==> src/rtl/otter_io_responder.sv <==
// otter_io_responder: OTTER IOBUS slave with switch/button inputs, LED and 7-seg registers,
// and a 32-bit compare timer. Define OTTER_IO_PRESCALE_EN to add the TPRE tick prescaler.
module otter_io_responder #(
  parameter logic [31:0] IO_BASE   = 32'h1100_0000,
  parameter int unsigned SW_WIDTH  = 16,
  parameter int unsigned BTN_WIDTH = 5,
  parameter int unsigned LED_WIDTH = 16
) (
  input  logic                 CLK,
  input  logic                 RST_N,
  input  logic [31:0]          IOBUS_ADDR,
  input  logic [31:0]          IOBUS_OUT,
  input  logic                 IOBUS_WR,
  output logic [31:0]          IOBUS_IN,
  input  logic [SW_WIDTH-1:0]  SWITCHES,
  input  logic [BTN_WIDTH-1:0] BUTTONS,
  output logic [LED_WIDTH-1:0] LEDS,
  output logic [15:0]          SSEG_DATA,
  output logic                 TIMER_IRQ
);

  localparam logic [31:0] OffSw     = 32'h00;
  localparam logic [31:0] OffBtn    = 32'h04;
  localparam logic [31:0] OffBtnEvt = 32'h08;
  localparam logic [31:0] OffLeds   = 32'h20;
  localparam logic [31:0] OffSseg   = 32'h40;
  localparam logic [31:0] OffTctrl  = 32'h60;
  localparam logic [31:0] OffTcount = 32'h64;
  localparam logic [31:0] OffTcmp   = 32'h68;
  localparam logic [31:0] OffTstat  = 32'h6C;
`ifdef OTTER_IO_PRESCALE_EN
  localparam logic [31:0] OffTpre   = 32'h70;
`endif

  typedef enum logic [1:0] {TmStopped, TmOneShot, TmReload} tmode_e;

  logic [SW_WIDTH-1:0]  sw_meta_q, sw_meta_d, sw_sync_q, sw_sync_d;
  logic [BTN_WIDTH-1:0] btn_meta_q, btn_meta_d, btn_sync_q, btn_sync_d;
  logic [BTN_WIDTH-1:0] btn_prev_q, btn_prev_d, btn_evt_q, btn_evt_d;
  logic [LED_WIDTH-1:0] led_q, led_d;
  logic [15:0]          sseg_q, sseg_d;
  logic [2:0]           tctrl_q, tctrl_d;
  logic [31:0]          tcount_q, tcount_d, tcmp_q, tcmp_d;
  logic                 match_q, match_d, irq_q, irq_d;
  logic                 tick, match_hit;
  tmode_e               tmode;
`ifdef OTTER_IO_PRESCALE_EN
  logic [15:0]          tpre_q, tpre_d, pre_cnt_q, pre_cnt_d;
  logic                 we_tpre;
`endif

  // Full-address compares against aligned offsets also reject misaligned accesses.
  logic we_btn_evt, we_leds, we_sseg, we_tctrl, we_tcount, we_tcmp, we_tstat;
  assign we_btn_evt = IOBUS_WR && (IOBUS_ADDR == IO_BASE + OffBtnEvt);
  assign we_leds    = IOBUS_WR && (IOBUS_ADDR == IO_BASE + OffLeds);
  assign we_sseg    = IOBUS_WR && (IOBUS_ADDR == IO_BASE + OffSseg);
  assign we_tctrl   = IOBUS_WR && (IOBUS_ADDR == IO_BASE + OffTctrl);
  assign we_tcount  = IOBUS_WR && (IOBUS_ADDR == IO_BASE + OffTcount);
  assign we_tcmp    = IOBUS_WR && (IOBUS_ADDR == IO_BASE + OffTcmp);
  assign we_tstat   = IOBUS_WR && (IOBUS_ADDR == IO_BASE + OffTstat);
`ifdef OTTER_IO_PRESCALE_EN
  assign we_tpre    = IOBUS_WR && (IOBUS_ADDR == IO_BASE + OffTpre);
`endif

  // Input sampling, button edge flags and plain output registers.
  always_comb begin
    sw_meta_d  = SWITCHES;
    sw_sync_d  = sw_meta_q;
    btn_meta_d = BUTTONS;
    btn_sync_d = btn_meta_q;
    btn_prev_d = btn_sync_q;
    btn_evt_d  = btn_evt_q;
    if (we_btn_evt) begin
      btn_evt_d = btn_evt_q & ~IOBUS_OUT[BTN_WIDTH-1:0];
    end
    btn_evt_d = btn_evt_d | (btn_sync_q & ~btn_prev_q);
    led_d  = we_leds ? IOBUS_OUT[LED_WIDTH-1:0] : led_q;
    sseg_d = we_sseg ? IOBUS_OUT[15:0] : sseg_q;
    tcmp_d = we_tcmp ? IOBUS_OUT : tcmp_q;
  end

  always_comb begin
    tmode = TmStopped;
    if (tctrl_q[0]) begin
      tmode = tctrl_q[1] ? TmReload : TmOneShot;
    end
  end

`ifdef OTTER_IO_PRESCALE_EN
  always_comb begin
    tpre_d    = we_tpre ? IOBUS_OUT[15:0] : tpre_q;
    tick      = tctrl_q[0] && (pre_cnt_q == tpre_q);
    pre_cnt_d = pre_cnt_q + 16'd1;
    if (!tctrl_q[0] || we_tpre || tick) begin
      pre_cnt_d = '0;
    end
  end
`else
  always_comb begin
    tick = tctrl_q[0];
  end
`endif

  // Timer next state; CPU writes are applied last so they win over hardware updates.
  always_comb begin
    tcount_d  = tcount_q;
    tctrl_d   = tctrl_q;
    match_hit = 1'b0;
    if (tick) begin
      match_hit = (tcount_q == tcmp_q);
      unique case (tmode)
        TmReload: begin
          tcount_d = match_hit ? 32'd0 : tcount_q + 32'd1;
        end
        TmOneShot: begin
          if (match_hit) begin
            tctrl_d[0] = 1'b0;
          end else begin
            tcount_d = tcount_q + 32'd1;
          end
        end
        default: begin
        end
      endcase
    end
    if (we_tctrl) begin
      tctrl_d = IOBUS_OUT[2:0];
    end
    if (we_tcount) begin
      tcount_d = IOBUS_OUT;
    end
    match_d = match_hit | (match_q & ~(we_tstat & IOBUS_OUT[0]));
    irq_d   = match_q & tctrl_q[2];
  end

  always_ff @(posedge CLK or negedge RST_N) begin
    if (!RST_N) begin
      sw_meta_q  <= '0;
      sw_sync_q  <= '0;
      btn_meta_q <= '0;
      btn_sync_q <= '0;
      btn_prev_q <= '0;
      btn_evt_q  <= '0;
      led_q      <= '0;
      sseg_q     <= '0;
      tctrl_q    <= '0;
      tcount_q   <= '0;
      tcmp_q     <= '0;
      match_q    <= 1'b0;
      irq_q      <= 1'b0;
    end else begin
      sw_meta_q  <= sw_meta_d;
      sw_sync_q  <= sw_sync_d;
      btn_meta_q <= btn_meta_d;
      btn_sync_q <= btn_sync_d;
      btn_prev_q <= btn_prev_d;
      btn_evt_q  <= btn_evt_d;
      led_q      <= led_d;
      sseg_q     <= sseg_d;
      tctrl_q    <= tctrl_d;
      tcount_q   <= tcount_d;
      tcmp_q     <= tcmp_d;
      match_q    <= match_d;
      irq_q      <= irq_d;
    end
  end

`ifdef OTTER_IO_PRESCALE_EN
  always_ff @(posedge CLK or negedge RST_N) begin
    if (!RST_N) begin
      tpre_q    <= '0;
      pre_cnt_q <= '0;
    end else begin
      tpre_q    <= tpre_d;
      pre_cnt_q <= pre_cnt_d;
    end
  end
`endif

  // Read mux sees only registered state, never the raw board inputs.
  always_comb begin
    IOBUS_IN = '0;
    unique case (IOBUS_ADDR)
      IO_BASE + OffSw:     IOBUS_IN[SW_WIDTH-1:0]  = sw_sync_q;
      IO_BASE + OffBtn:    IOBUS_IN[BTN_WIDTH-1:0] = btn_sync_q;
      IO_BASE + OffBtnEvt: IOBUS_IN[BTN_WIDTH-1:0] = btn_evt_q;
      IO_BASE + OffLeds:   IOBUS_IN[LED_WIDTH-1:0] = led_q;
      IO_BASE + OffSseg:   IOBUS_IN[15:0]          = sseg_q;
      IO_BASE + OffTctrl:  IOBUS_IN[2:0]           = tctrl_q;
      IO_BASE + OffTcount: IOBUS_IN                = tcount_q;
      IO_BASE + OffTcmp:   IOBUS_IN                = tcmp_q;
      IO_BASE + OffTstat:  IOBUS_IN[0]             = match_q;
`ifdef OTTER_IO_PRESCALE_EN
      IO_BASE + OffTpre:   IOBUS_IN[15:0]          = tpre_q;
`endif
      default:             IOBUS_IN                = '0;
    endcase
  end

  assign LEDS      = led_q;
  assign SSEG_DATA = sseg_q;
  assign TIMER_IRQ = irq_q;

endmodule

==> config.mk <==
export PLATFORM = sky130hd
export DESIGN_NAME = otter_io_responder
export DESIGN_NICKNAME = d
export VERILOG_FILES = /design/src/rtl/otter_io_responder.sv
export SDC_FILE = /design/constraint.sdc
export NUM_CORES = 1
export LEC_CHECK = 0
export BUFFER_PORTS_ARGS = -buffer_cell sky130_fd_sc_hd__buf_2
export CAP_MARGIN = 10
export CORE_UTILIZATION = 60
export DETAILED_ROUTE_END_ITERATION = 16
export PLACE_DENSITY = 0.86
export SYNTH_ARGS = -nofsm -noshare
export SYNTH_HDL_FRONTEND = slang
export SYNTH_SLANG_ARGS = --single-unit
export TNS_END_PERCENT = 100
==> constraint.sdc <==
create_clock -name CLK -period 7.6 [get_ports CLK]
set_input_delay 1.52 -clock CLK [delete_from_list [all_inputs] [get_ports CLK]]
set_output_delay 1.52 -clock CLK [all_outputs]
set_load 0.01 [all_outputs]
==> results.py <==
metrics = {
    "power": {
        "seq_power_share_pct": 48.4,
        "power.combinational.fraction_pct": 4.0,
        "leakage_uw": 0.00439,
        "powerDensity_nw_per_um2": 192,
        "swShare_pct": 22.9,
        "ir_worst_vdd_mv": 0.195,
        "clock_power_share_pct": 47.6,
        "switchingPower_uw": 393,
        "p_int_uw": 1320,
    },
    "finish": {
        "diodes": 0,
        "ff_latch_area_um2": 3830,
        "layout-drive-gt1-share_pct": 29.3,
        "instances_no_fill": 988,
        "syn_to_final_growth_pct": 18.0,
        "multi_input_area_um2": 3450,
        "nNetsFinal": 897,
        "fill_cells": 852,
        "fin_area_um2": 8950,
    },
    "synth": {
        "synth_top_family_by_area": "simple AND/OR/NAND/NOR gates",
        "synth_simple_gate_area_share_pct": 14.7,
        "synth-seq-cells": 153,
        "synth_largest_area_cell": "dfrtp_1",
        "dominantRegCellSynth": "dfrtp_1",
        "synth_xor_area_share_pct": 3.69,
        "synthCells": 683,
        "synthArstFlopShare_pct": 100,
        "synthAdderAreaFrac_pct": 0.165,
        "yosysWarnings": 0,
        "muxShareOfSynthArea_pct": 12.6,
        "synth_top_area_share_pct": 50.5,
        "synth_area_um2": 7590,
        "synth_seq_area_share_pct": 50.5,
        "synth_compound_area_share_pct": 14.2,
        "syn-num-nets": 772,
        "synth_edf_count": 0,
        "synth_cell_types": 66,
        "syn_avg_cell_area_um2": 11.1,
        "synth_top_cells_by_area": "dfrtp_1, mux2_1, mux2_2",
    },
    "timing": {
        "finalHoldViolations": 0,
        "setup_viol": 0,
        "relSlewSlack_pct": 26.5,
        "rsz0062_at_grt": "no",
        "finClkSkew_ns": 0.00692,
        "fin_crit_ns": 5.66,
        "finalSetupTns_ns": 0,
        "max_freq_ghz": 0.177,
        "finalCritPeriodShare_pct": 74.5,
        "tightest_slew_ns": 1.09,
        "final.hold.worst_slack_ns": 0.347,
        "final-max-slew-violation-count": 0,
    },
    "placement": {
        "place_area_um2": 8350,
        "dp.cells": 955,
        "dp_hpwl_um": 14300,
        "gp_congestion": 0.935,
        "numPortBuffers": 152,
    },
    "global_route": {
        "grt_pass1_wl_um": 33400,
        "antenna_found_initial": 0,
        "gr-total-overflow": 0,
        "grt_pass1_vias": 6463,
        "grtUsageTotal_pct": 33.9,
        "grt_max_degree": 82,
    },
    "setup_path": {
        "cp.required_ns": 6.08,
        "startpoint": "IOBUS_ADDR[13]",
        "r2r_end": "tcount_q[17]$_DFFE_PN0P_",
        "endpoint": "IOBUS_IN[27]",
        "reg2reg_depth": 7,
        "crit_path_end_kind": "output port",
        "cp-start-kind": "primary input",
        "arrival_ns": 4.14,
        "path_class": "in -> out",
        "r2r_slack_ns": 4.51,
        "path_max_fanout": 17,
        "reg2reg_from": "tcount_q[29]$_DFFE_PN0P_",
    },
    "detailed_routing": {
        "drt_wl_total_um": 20800,
        "via_per_inst": 6.52,
        "first_pass_iters": 8,
        "avgRoutedWirePerCell_um": 21.1,
        "drtAntennaViolNets": 0,
        "drc": 0,
        "drtIter0Drc": 813,
        "dr_total_vias": 6446,
    },
    "floorplanning": {
        "die_h_um": 114,
        "dieArea_um2": 13100,
        "fp.dieW_um": 114,
        "rows": 40,
        "core_um2": 12200,
        "io_pins": 153,
        "initial_core_util_pct": 62.4,
    },
    "clocking": {
        "post_cts.repair.setup_buffers": 0,
        "clockBufferDepth": 2,
        "cts_tree": "built",
        "clock_sinks": 153,
        "cts.hold.buffers_added": 0,
        "cts-root-buf": "clkbuf_16",
        "h-tree-depth": 4,
        "cts_buffers": 17,
        "clock_latency_ns": 0.43,
        "cts.clk_slew.worst_paths_ns": 0.06,
        "cts_resized": 0,
    },
    "outcome": {
        "outcome": "complete, no violations",
    },
    "worst_hold_path": {
        "hold_path.class": "reg -> reg",
    },
    "run": {
        "cap_viol_max_count": 0,
    },
}
## layout make-up
cell class	count	share of cell area (%)
well taps	168	2.35
flip-flops and latches	153	42.8
clock buffers	20	5.10
clock inverters	11	1.24
repair buffers	160	9.50
inverters	13	0.545
multi-input cells	463	38.5
## metrics by stage
| stage | util, % | power, uW | setup WS (ns) |
|---|---|---|---|
| 3_3_place_gp | 68.6 | 910 | 2.01 |
| 3_5_place_dp | 68.6 | 914 | 1.85 |
| 5_1_grt | 73.6 | 1760 | 1.78 |
| 4_1_cts | 73.3 | 1720 | 1.84 |
| 6_report | 73.6 | 1720 | 1.94 |
| 2_1_floorplan | - | 861 | 2.90 |
## critical path, stage by stage
cell     delay (ns)
buf_2          0.09
nor4_1         0.29
nand4_1        0.22
nor4_2         0.49
nand2_1        0.16
nor2_2         0.65
buf_4          0.36
a22o_1         0.21
buf_2          0.14
## sequential cells by signal, summed over array words and instances (netlist names)
signal and cells:
btn_evt_q 5, btn_meta_q 5, tctrl_q 3, btn_prev_d 5
TIMER_IRQ 1, tcmp_q 32, match_q 1, tcount_q 32
btn_prev_q 5, LEDS 16, sw_meta_q 16, SSEG_DATA 16
sw_sync_q 16
## power by group through the flow
stage / registers (uW) / logic (uW) / clock network [uW]
5_1_grt: 832 / 75.3 / 858
2_1_floorplan: 845 / 16.5 / 0
6_report: 832 / 68.4 / 817
3_5_place_dp: 846 / 67.8 / 0
3_3_place_gp: 845 / 64.4 / 0
4_1_cts: 831 / 68.1 / 823
## cells by family after synthesis
family / count (synthesis)
simple gates: 194
compound gates: 155
flops: 153
mux: 81
buf+inv: 67
xor+xnor: 32
fa+ha+maj: 1
## cells in the final DEF, fill, tap and decap left out, types with 6 or more instances in the layout
cell and count:
mux2_2 26, a22oi_1 22, mux2_4 8, inv_1 13, buf_4 6, nand2_1 42
mux2_1 30, nor2_1 26, a22o_1 22, and3_1 19, nand4_1 22, nand3_1 19
xnor2_1 32, dfrtp_1 153, buf_2 151, and2_1 6, clkbuf_16 17, a21oi_1 32
o21ai_0 29, mux2i_1 14, nor3_1 11, nor4_1 13, or3_1 7
## layer usage
layer / routed length, um / up-vias / track usage [%]
met3: 1770 / 62 / 7.62
met1: 8280 / 3214 / 44.2
li1: - / 2803 / -
met2: 10200 / 367 / 54.8
met5: 0 / - / 0
met4: 582 / 0 / 14.5
## worst min-delay path by stage
stage	start	end	cells after the start
after global placement	sw_meta_q[7]$_DFF_PN0_	sw_sync_q[7]$_DFF_PN0_	0
final	sw_meta_q[14]$_DFF_PN0_	sw_sync_q[14]$_DFF_PN0_	0
after floorplan	btn_meta_q[0]$_DFF_PN0_	btn_prev_d[0]$_DFF_PN0_	0
after CTS	sw_meta_q[4]$_DFF_PN0_	sw_sync_q[4]$_DFF_PN0_	0
after detailed placement	sw_meta_q[14]$_DFF_PN0_	sw_sync_q[14]$_DFF_PN0_	0
after global routing	sw_meta_q[4]$_DFF_PN0_	sw_sync_q[4]$_DFF_PN0_	0
## cells in the mapped netlist, drive strengths merged (4+ instances only)
cell type and instances:
a21oi 32, a221o 5, a221oi 4, a222oi 5
a22o 22, a22oi 22, a31oi 4, and2 6
and3 19, buf 26, clkbuf 28, dfrtp 153
inv 13, mux2 64, mux2i 14, nand2 42
nand3 21, nand4 22, nor2 27, nor3 12
nor4 16, o211ai 5, o21ai 31, or3 7
or4 4, xnor2 32
(Power assumes the default switching activity.)
